File: config.mk
export PLATFORM = sky130hd
export DESIGN_NAME = uart_rx_core_flat
export DESIGN_NICKNAME = d
export VERILOG_FILES = /design/src/rtl/uart_rx_core_if.sv /design/src/rtl/uart_rx_core.sv /design/src/flat_wrapper.sv
export SDC_FILE = /design/constraint.sdc
export NUM_CORES = 1
export LEC_CHECK = 0
export CORE_ASPECT_RATIO = 0.7
export CORE_MARGIN = 2
export CORE_UTILIZATION = 50
export DETAILED_ROUTE_END_ITERATION = 10
export DONT_BUFFER_PORTS = 1
export PLACE_DENSITY = 0.67
export SLEW_MARGIN = 30
export SYNTH_ARGS = -nofsm -noshare
export SYNTH_HDL_FRONTEND = slang
export SYNTH_SLANG_ARGS = --single-unit
File: constraint.sdc
create_clock -name mclk -period 2.46 [get_ports mclk]
set_clock_uncertainty 0.15 [all_clocks]
set_input_delay 0.123 -clock mclk [delete_from_list [all_inputs] [get_ports mclk]]
set_output_delay 0.123 -clock mclk [all_outputs]
set_load 0.05 [all_outputs]
File: src/rtl/uart_rx_core_if.sv
// Receive-side character handoff between the UART receiver and the register/FIFO stage.
// Latency: none, wires only.
// Backpressure: the consumer holds rx_ready low to keep the character, and new frames then overrun.
interface uart_rx_core_if;
    logic [7:0] rx_data;
    logic       rx_valid;
    logic       rx_ready;
    logic       rx_perr;
    logic       rx_ferr;
    logic       rx_overrun;

    modport master (
        output rx_data,
        output rx_valid,
        output rx_perr,
        output rx_ferr,
        output rx_overrun,
        input  rx_ready
    );

    modport slave (
        input  rx_data,
        input  rx_valid,
        input  rx_perr,
        input  rx_ferr,
        input  rx_overrun,
        output rx_ready
    );
endinterface

File: src/rtl/uart_rx_core.sv
// UART receiver: 5-8 data bits, optional even/odd parity, 1/2 stop bits, programmable divisor.
// Latency: rx_valid rises 1 mclk after the mid-bit sample of the last stop bit.
// Backpressure: single-entry holding register; a frame completing while it is full and not drained is dropped and rx_overrun pulses.
module uart_rx_core #(
    parameter int SYNC_STAGES = 2,
    parameter int DIV_W       = 16
) (
    input  logic             mclk,
    input  logic             reset_n,
    input  logic             cfg_en,
    input  logic [1:0]       cfg_data_bits,
    input  logic             cfg_stop2,
    input  logic             cfg_par_en,
    input  logic             cfg_par_even,
    input  logic [DIV_W-1:0] cfg_div,
    input  logic             rxd,
    uart_rx_core_if.master   rx,
    output logic             rx_busy
);

    typedef enum logic [2:0] {
        IDLE   = 3'd0,
        START  = 3'd1,
        DATA   = 3'd2,
        PARITY = 3'd3,
        STOP1  = 3'd4,
        STOP2  = 3'd5
    } state_t;

    // Frame format captured at start detection so mid-frame cfg changes are ignored.
    typedef struct packed {
        logic [1:0]       data_bits;
        logic             stop2;
        logic             par_en;
        logic             par_even;
        logic [DIV_W-1:0] div;
    } cfg_t;

    localparam logic [DIV_W:0] CNT_ONE = {{DIV_W{1'b0}}, 1'b1};

    logic [SYNC_STAGES-1:0] sync_q;
    logic                   rxs;
    logic                   rxs_q;

    state_t         state_q;
    state_t         state_nxt;
    cfg_t           cfg_q;
    logic [DIV_W:0] cnt_q;
    logic [2:0]     bit_idx_q;
    logic [7:0]     shift_q;
    logic           par_acc_q;
    logic           perr_q;
    logic           ferr_q;

    logic tick;
    logic start_det;
    logic last_bit;
    logic load_half;
    logic load_full;
    logic shift_en;
    logic par_smp;
    logic stop_smp;
    logic frame_done;
    logic frame_ferr;

    assign rxs       = sync_q[SYNC_STAGES-1];
    assign tick      = (cnt_q == '0);
    assign start_det = rxs_q & ~rxs;
    assign last_bit  = (bit_idx_q == ({1'b0, cfg_q.data_bits} + 3'd4));
    // Final stop sample is folded in combinationally so the completing frame carries it.
    assign frame_ferr = ferr_q | (stop_smp & ~rxs);

    // Bring rxd into the mclk domain and keep one delayed copy for falling-edge detection.
    always_ff @(posedge mclk) begin
        if (!reset_n) begin
            sync_q <= '1;
            rxs_q  <= 1'b1;
        end else begin
            sync_q <= {sync_q[SYNC_STAGES-2:0], rxd};
            rxs_q  <= rxs;
        end
    end

    // Frame state register.
    always_ff @(posedge mclk) begin
        if (!reset_n) begin
            state_q <= IDLE;
        end else begin
            state_q <= state_nxt;
        end
    end

    // Next-state: advance on each mid-bit sample; disabling the receiver aborts immediately.
    always_comb begin
        state_nxt = state_q;
        if (!cfg_en) begin
            state_nxt = IDLE;
        end else begin
            case (state_q)
                IDLE:    if (start_det) state_nxt = START;
                START:   if (tick) state_nxt = rxs ? IDLE : DATA;
                DATA:    if (tick && last_bit) state_nxt = cfg_q.par_en ? PARITY : STOP1;
                PARITY:  if (tick) state_nxt = STOP1;
                STOP1:   if (tick) state_nxt = cfg_q.stop2 ? STOP2 : IDLE;
                STOP2:   if (tick) state_nxt = IDLE;
                default: state_nxt = IDLE;
            endcase
        end
    end

    // Per-state strobes driving the counter, shifter, error flags and holding register.
    always_comb begin
        load_half  = 1'b0;
        load_full  = 1'b0;
        shift_en   = 1'b0;
        par_smp    = 1'b0;
        stop_smp   = 1'b0;
        frame_done = 1'b0;
        rx_busy    = (state_q != IDLE);
        if (cfg_en) begin
            case (state_q)
                IDLE:   load_half = start_det;
                START:  load_full = tick & ~rxs;
                DATA: begin
                    shift_en  = tick;
                    load_full = tick;
                end
                PARITY: begin
                    par_smp   = tick;
                    load_full = tick;
                end
                STOP1: begin
                    stop_smp   = tick;
                    load_full  = tick & cfg_q.stop2;
                    frame_done = tick & ~cfg_q.stop2;
                end
                STOP2: begin
                    stop_smp   = tick;
                    frame_done = tick;
                end
                default: begin
                    load_half = 1'b0;
                end
            endcase
        end
    end

    // Bit timer, data shifter and parity/framing accumulators for the frame in flight.
    always_ff @(posedge mclk) begin
        if (!reset_n) begin
            cfg_q     <= '0;
            cnt_q     <= '0;
            bit_idx_q <= '0;
            shift_q   <= '0;
            par_acc_q <= 1'b0;
            perr_q    <= 1'b0;
            ferr_q    <= 1'b0;
        end else if (load_half) begin
            cfg_q.data_bits <= cfg_data_bits;
            cfg_q.stop2     <= cfg_stop2;
            cfg_q.par_en    <= cfg_par_en;
            cfg_q.par_even  <= cfg_par_even;
            cfg_q.div       <= cfg_div;
            cnt_q           <= {1'b0, cfg_div};
            bit_idx_q       <= '0;
            shift_q         <= '0;
            par_acc_q       <= 1'b0;
            perr_q          <= 1'b0;
            ferr_q          <= 1'b0;
        end else begin
            if (!cfg_en) begin
                cnt_q <= '0;
            end else if (load_full) begin
                cnt_q <= {cfg_q.div, 1'b1};
            end else if (!tick) begin
                cnt_q <= cnt_q - CNT_ONE;
            end
            if (shift_en) begin
                shift_q[bit_idx_q] <= rxs;
                bit_idx_q          <= bit_idx_q + 3'd1;
                par_acc_q          <= par_acc_q ^ rxs;
            end
            if (par_smp) begin
                perr_q <= (rxs != (cfg_q.par_even ? par_acc_q : ~par_acc_q));
            end
            if (stop_smp) begin
                ferr_q <= frame_ferr;
            end
        end
    end

    // Single-entry holding register: accept when empty or being drained, otherwise flag overrun.
    always_ff @(posedge mclk) begin
        if (!reset_n) begin
            rx.rx_data    <= '0;
            rx.rx_valid   <= 1'b0;
            rx.rx_perr    <= 1'b0;
            rx.rx_ferr    <= 1'b0;
            rx.rx_overrun <= 1'b0;
        end else begin
            rx.rx_overrun <= 1'b0;
            if (frame_done) begin
                if (!rx.rx_valid || rx.rx_ready) begin
                    rx.rx_data  <= shift_q;
                    rx.rx_perr  <= perr_q;
                    rx.rx_ferr  <= frame_ferr;
                    rx.rx_valid <= 1'b1;
                end else begin
                    rx.rx_overrun <= 1'b1;
                end
            end else if (rx.rx_valid && rx.rx_ready) begin
                rx.rx_valid <= 1'b0;
            end
        end
    end

endmodule

File: src/flat_wrapper.sv
// flat-port wrapper written by rule: the top's interface ports become plain ports
module uart_rx_core_flat 
#(
    parameter int SYNC_STAGES = 2,
    parameter int DIV_W       = 16
)
  (mclk, reset_n, cfg_en, cfg_data_bits, cfg_stop2, cfg_par_en, cfg_par_even, cfg_div, rxd, rx_busy, rx_rx_data, rx_rx_valid, rx_rx_perr, rx_rx_ferr, rx_rx_overrun, rx_rx_ready);
  uart_rx_core_if rx_i ();
  input  logic mclk;
  input  logic reset_n;
  input  logic cfg_en;
  input  logic [1:0] cfg_data_bits;
  input  logic cfg_stop2;
  input  logic cfg_par_en;
  input  logic cfg_par_even;
  input  logic [DIV_W-1:0] cfg_div;
  input  logic rxd;
  output logic rx_busy;
  output wire logic [$bits(rx_i.rx_data)-1:0] rx_rx_data;
  output wire logic [$bits(rx_i.rx_valid)-1:0] rx_rx_valid;
  output wire logic [$bits(rx_i.rx_perr)-1:0] rx_rx_perr;
  output wire logic [$bits(rx_i.rx_ferr)-1:0] rx_rx_ferr;
  output wire logic [$bits(rx_i.rx_overrun)-1:0] rx_rx_overrun;
  input wire logic [$bits(rx_i.rx_ready)-1:0] rx_rx_ready;
  assign rx_rx_data = rx_i.rx_data;
  assign rx_rx_valid = rx_i.rx_valid;
  assign rx_rx_perr = rx_i.rx_perr;
  assign rx_rx_ferr = rx_i.rx_ferr;
  assign rx_rx_overrun = rx_i.rx_overrun;
  assign rx_i.rx_ready = rx_rx_ready;
  uart_rx_core #(.SYNC_STAGES(SYNC_STAGES), .DIV_W(DIV_W)) u_core (.mclk(mclk), .reset_n(reset_n), .cfg_en(cfg_en), .cfg_data_bits(cfg_data_bits), .cfg_stop2(cfg_stop2), .cfg_par_en(cfg_par_en), .cfg_par_even(cfg_par_even), .cfg_div(cfg_div), .rxd(rxd), .rx(rx_i), .rx_busy(rx_busy));
endmodule
# Word-level counts from Yosys, hierarchy flattened
# Cells that the tools add are included.
[word_totals]
reg_bits = 70
inputBits = 26
out_inout_bits = 13
word_cells = 105
[op_classes]
addsub = 3
magnitude_cmp = 2
n_eq_ne = 16
n_mux = 34
bitwise_logic = 12
reduce_logical = 18
[op_table]
columns = ["op", "n"]
rows = [
  ["17-bit 2-to-1 mux", 2],
  ["16-bit 2-to-1 mux", 2],
  ["3-bit 2-to-1 mux", 8],
  ["3-bit case mux with 6 select lines", 1],
  ["17-bit logical NOT", 1],
  ["17-bit by 1-bit subtractor with 17-bit output (second input constant)", 1],
  ["1-bit 2-to-1 mux", 16],
  ["2-bit by 1-bit inequality test with 1-bit output (second input constant)", 6],
  ["8-bit bitwise mux", 1],
  ["2-bit AND reduction", 4],
  ["3-bit by 2-bit equality test with 1-bit output (second input constant)", 2],
  ["3-bit equality test (second input constant)", 2],
  ["6-bit AND reduction", 1],
  ["2-bit OR reduction", 3],
  ["1-bit AND", 5],
  ["1-bit NOT", 5],
  ["3-bit by 4-bit less-than comparator with 1-bit output (second input constant)", 1],
  ["2-bit inequality test (second input constant)", 2],
  ["4-bit inequality test (second input constant)", 1],
  ["2-bit by 3-bit adder with 3-bit output (second input constant)", 1],
  ["3-bit by 1-bit adder with 3-bit output (second input constant)", 1],
  ["1-bit demux with 3-bit select", 1],
  ["3-bit by 1-bit equality test with 1-bit output (second input constant)", 1],
  ["3-bit equality test", 1],
  ["14 further kinds", 16],
]

# Logic depth before layout (Yosys ltp)
[logic_depth]
ltp_word = 7
ltp_mapped = 9
depth_no_buf = 7

# Least setup slack after synthesis
# Ideal clock, no wire load.
[synth_path]
path_type = "flip-flop to flip-flop"
start = "reg u_core.cnt_q[4]"
end = "reg u_core.rx.rx_data[0]"
setup_time_ns = 0.117
arrival_time_ns = 1.770
required_ns = 2.193
path_slack_ns = 0.423
stages_incl_launch_ff = 7
n_path_buf = 1
period_less_slack_ns = 2.037
path_cell_list = "dfxtp_1 > nor4_4 > nand4_4 > nor4_4 > buf_6 > mux2i_1 > nor2b_1"
[synth_via]
elab_chain_cells = 5
[synth_rtl]
columns = ["item", "line_no", "rtl"]
rows = [
  ["start, declared", "uart_rx_core.sv:48", "logic [DIV_W:0] cnt_q;"],
  ["start signal, assigned", "uart_rx_core.sv:164", "cnt_q <= {1'b0, cfg_div};"],
  ["start signal, assigned", "uart_rx_core.sv:174", "cnt_q <= {cfg_q.div, 1'b1};"],
  ["start signal, assigned", "uart_rx_core.sv:176", "cnt_q <= cnt_q - CNT_ONE;"],
  ["17-bit logical NOT (*)", "uart_rx_core.sv:67", "assign tick = (cnt_q == '0);"],
  ["1-bit AND", "uart_rx_core.sv:135", "frame_done = tick & ~cfg_q.stop2;"],
  ["1-bit case mux with 2 select lines (*)", "uart_rx_core.sv:121", "case (state_q)"],
  ["1-bit 2-to-1 mux (*)", "uart_rx_core.sv:120", "if (cfg_en) begin"],
  ["2-bit AND reduction (no line) (*)", "n/a", ""],
  ["end signal, assigned", "uart_rx_core.sv:204", "rx.rx_data <= shift_q;"],
  ["end, declared", "uart_rx_core_if.sv:13", "output rx_data,"],
]
# Mark *: on every way between the ends. The rest lies on a longest branch, timed or not.
# A chain may end at the register's enable or synchronous reset.

# Final worst setup path
[layout_path]
start = "reg u_core.cnt_q[4]"
end = "reg u_core.cnt_q[11]"
[layout_via]
elab_chain_cells = 7
elab_cells_between_ends = 11
cone_classes = "1 x add/sub; 1 x eq/ne; 6 x mux; 2 x bitwise; 1 x reduce/logical"
[layout_rtl]
columns = ["item"]
rows = [
  ["parallel branches: the longest is 7 deep, another holds 17-bit by 1-bit subtractor with 17-bit output"],
]
# Several ways; the timed one is not identified. The select of a mux whose other input is x is not followed.

==> impl_metrics.py <==
metrics = {
    "grt": {
        "track_usage": 0.233,
        "first_global_vias": 2716,
        "antenna_found_initial": 0,
        "grt_pass1_wl_um": 13400,
        "grt_start_max_net_pins": 42,
        "grt-ovfl-total": 0,
    },
    "synthesis": {
        "netlist_area_mm2": 0.00340,
        "yosys.cell_types.count": 52,
        "yosysSeqAreaShare": 0.413,
        "synth_edf_count": 0,
        "async_reset_ff_frac": 0,
        "synth_ff_type": "dfxtp_1",
        "synth_seq_cells": 70,
        "avgSynthCellArea_um2": 8.71,
        "synth_fp_nets": 419,
        "synth_cells": 390,
        "ys_warn_count": 0,
    },
    "setup_path": {
        "crit_path_top_delay_cell": "nor4_4",
        "startpoint_type": "register",
        "worstSetupPathType": "register to register",
        "arrival_ps": 2390,
        "crit_fanout": 12,
        "cp_cell_sequence": "nor4_4 > nand4_4 > buf_4 > a21oi_2 > o21ai_2 > buf_12 > a31oi_1",
        "reg2reg_depth": 7,
        "end_kind": "register",
        "max_stage_delay_ps": 550,
        "worstPathRequired_ps": 2570,
    },
    "sta": {
        "grt_setup_unrepaired": "false",
        "slew_headroom": 0.635,
        "tns_ps": 0,
        "max_clock_freq_ghz": 0.439,
        "hold_ws_ps": 46.0,
        "final_max_slew_viol_count": 0,
        "worst_slew_pin_slew_ps": 542,
        "finalHoldViolCount": 0,
        "period_share": 0.927,
        "period_minus_slack_ps": 2280,
        "setup_viol": 0,
    },
    "pwr": {
        "vdd_drop_max_mv": 0.377,
        "comb_power_share": 0.282,
        "p_switching_uw": 951,
        "p_leak_nw": 1.41,
        "clockPowerShare": 0.303,
        "p_int_mw": 2.13,
        "powerDensity_mw_per_mm2": 762,
        "swShare": 0.309,
        "power.share.sequential": 0.415,
        "power.total_mw": 3.08,
    },
    "detailed_routing": {
        "routedWlPerCell_um": 15.3,
        "drt_iter0_drc": 164,
        "antenna_left": 0,
        "drt-pass1-iter-count": 4,
        "wirelength_um": 8000,
        "viasPerCell": 5.54,
        "drc_errors": 0,
        "dr_total_vias": 2891,
    },
    "die": {
        "die_area_mm2": 0.00748,
        "rows": 25,
        "io_pins": 39,
        "die_h_um": 73.0,
        "core_area_mm2": 0.00666,
        "die_x_um": 103,
        "start_util": 0.510,
    },
    "cells_and_area": {
        "area_growth_pct": 18.9,
        "fin_cells": 522,
        "antenna_cells": 0,
        "drive_gt1_frac": 0.121,
        "fin_nets": 452,
    },
    "placed_design": {
        "place_congestion": 0.941,
        "dp_hpwl_um": 5470,
        "io_buffer_count": 0,
        "placedCellCount": 476,
    },
    "clock_network": {
        "cts.htree.levels": 3,
        "insertion_delay_ps": 340,
        "clock-sinks": 70,
        "clkSlewWorstSetupHoldPaths_ps": 70,
        "numCtsBuffers": 9,
        "cts_root_buf": "clkbuf_8",
        "clk_path_buf_depth": 2,
        "cts_tree": "yes",
    },
    "job": {
        "drv_cap": 0,
    },
    "min_path": {
        "whs_path_depth": 3,
        "hp-class": "input pin to register",
    },
    "outcome": {
        "status": "completed",
    },
}
state kept, by name, summed over array words and instances (netlist names):
register              flops
u_core.cfg_q             21
u_core.cnt_q             17
u_core.rx.rx_data         8
u_core.shift_q            8
u_core.bit_idx_q          3
u_core.state_q            3
u_core.sync_q             2
u_core.ferr_q             1
u_core.par_acc_q          1
u_core.perr_q             1
u_core.rx.rx_ferr         1
u_core.rx.rx_overrun      1
u_core.rx.rx_perr         1
u_core.rx.rx_valid        1
u_core.rxs_q              1
per-stage QoR:
stage	setup slack, ps	instance area (um2)	util
CTS	68.8	4010	0.602
global placement	244	3530	0.530
global route	12.1	4040	0.606
floorplan	423	3400	-
finish	180	4040	0.606
detailed placement	107	3530	0.530
power groups by stage:
stage               registers, mW  clock network, mW  logic [mW]
detailed placement           1.30                  0       0.807
finish                       1.28              0.934       0.866
global placement             1.30                  0       0.794
CTS                          1.28              0.954       0.863
floorplan                    1.28                  0       0.631
global route                 1.29               1.00       0.950
final timing paths:
path                                 startpoint           endpoint  slack [ps]
worst min-delay path                     cfg_en  u_core.shift_q[4]          50
worst min register to register    u_core.ferr_q      u_core.ferr_q         310
worst max register to register  u_core.cnt_q[4]   u_core.cnt_q[11]         180
worst max-delay path            u_core.cnt_q[4]   u_core.cnt_q[11]         180
cells in the mapped netlist, drive strengths merged (3+ instances only):
library cell | n | share of area
dfxtp | 70 | 0.41
nand2 | 62 | 0.069
xnor2 | 13 | 0.034
and3 | 4 | 0.0074
xor2 | 5 | 0.013
a32oi | 6 | 0.015
nor3 | 5 | 0.0074
buf | 11 | 0.021
nor2b | 12 | 0.022
nand2b | 6 | 0.011
inv | 4 | 0.0044
or2 | 3 | 0.0055
a21oi | 19 | 0.029
ha | 3 | 0.011
mux2i | 14 | 0.041
nand3 | 17 | 0.025
a31oi | 8 | 0.015
o21ai | 12 | 0.019
nand4 | 9 | 0.021
clkbuf | 14 | 0.015
nor4 | 12 | 0.039
a211o | 3 | 0.0077
a21boi | 21 | 0.046
a211oi | 5 | 0.015
nor2 | 23 | 0.025
nand4b | 4 | 0.010
cell families (layout without fill, tap and decap cells):
logic type	Yosys count	count (layout)	share of synthesized area
AO/OA/AOI/OAI	89	89	0.183
XOR/XNOR	18	18	0.0464
adder cells (fa/ha/maj)	3	3	0.0111
buffers and inverters	31	69	0.0427
flip-flops	70	70	0.413
multiplexers	14	14	0.0413
AND/OR/NAND/NOR	165	165	0.263
cell usage in the layout, fill, tap and decap left out, types with 11 or more instances in the layout:
master | netlist | final
dfxtp_1 | 70 | 70
nand2_1 | 62 | 62
dlygate4sd3_1 | 0 | 26
nor2_1 | 23 | 23
a21boi_0 | 21 | 21
buf_4 | 1 | 19
a21oi_1 | 18 | 18
nand3_1 | 17 | 17
mux2i_1 | 14 | 14
xnor2_1 | 13 | 13
nor2b_1 | 12 | 12
o21ai_0 | 11 | 11
clkbuf_8 | 0 | 11
metal layers:
layer / share of wire / up-vias / global-route usage
li1: - / 1463 / -
met1: 0.53 / 1345 / 0.347
met2: 0.41 / 74 / 0.328
met3: 0.059 / 9 / 0.0613
met4: 0.0064 / 0 / 0.0696
met5: 0 / - / 0
worst max-delay path: cells and delay by family, from the launching register on:
family	cells	cell delay (ps)
compound gates	3	530
buf+inv	2	380
flops	1	370
simple gates	2	760
layout make-up:
class,instances,area [um2]
Inverter,6,26.3
Sequential cell,70,1400
Clock buffer,12,155
Multi-Input combinational cell,289,1850
Tap cell,94,118
Timing Repair Buffer,47,443
Fill cell,586,2620
Clock inverter,4,45.0
what timing repair did:
item                       CTS  global route
setup endpoints to repair    0            11
gates resized for setup      0             1
setup buffers                0             3
hold endpoints to repair    63             0
hold buffers                27             0
Note: power is estimated with default switching activity, not from simulation.
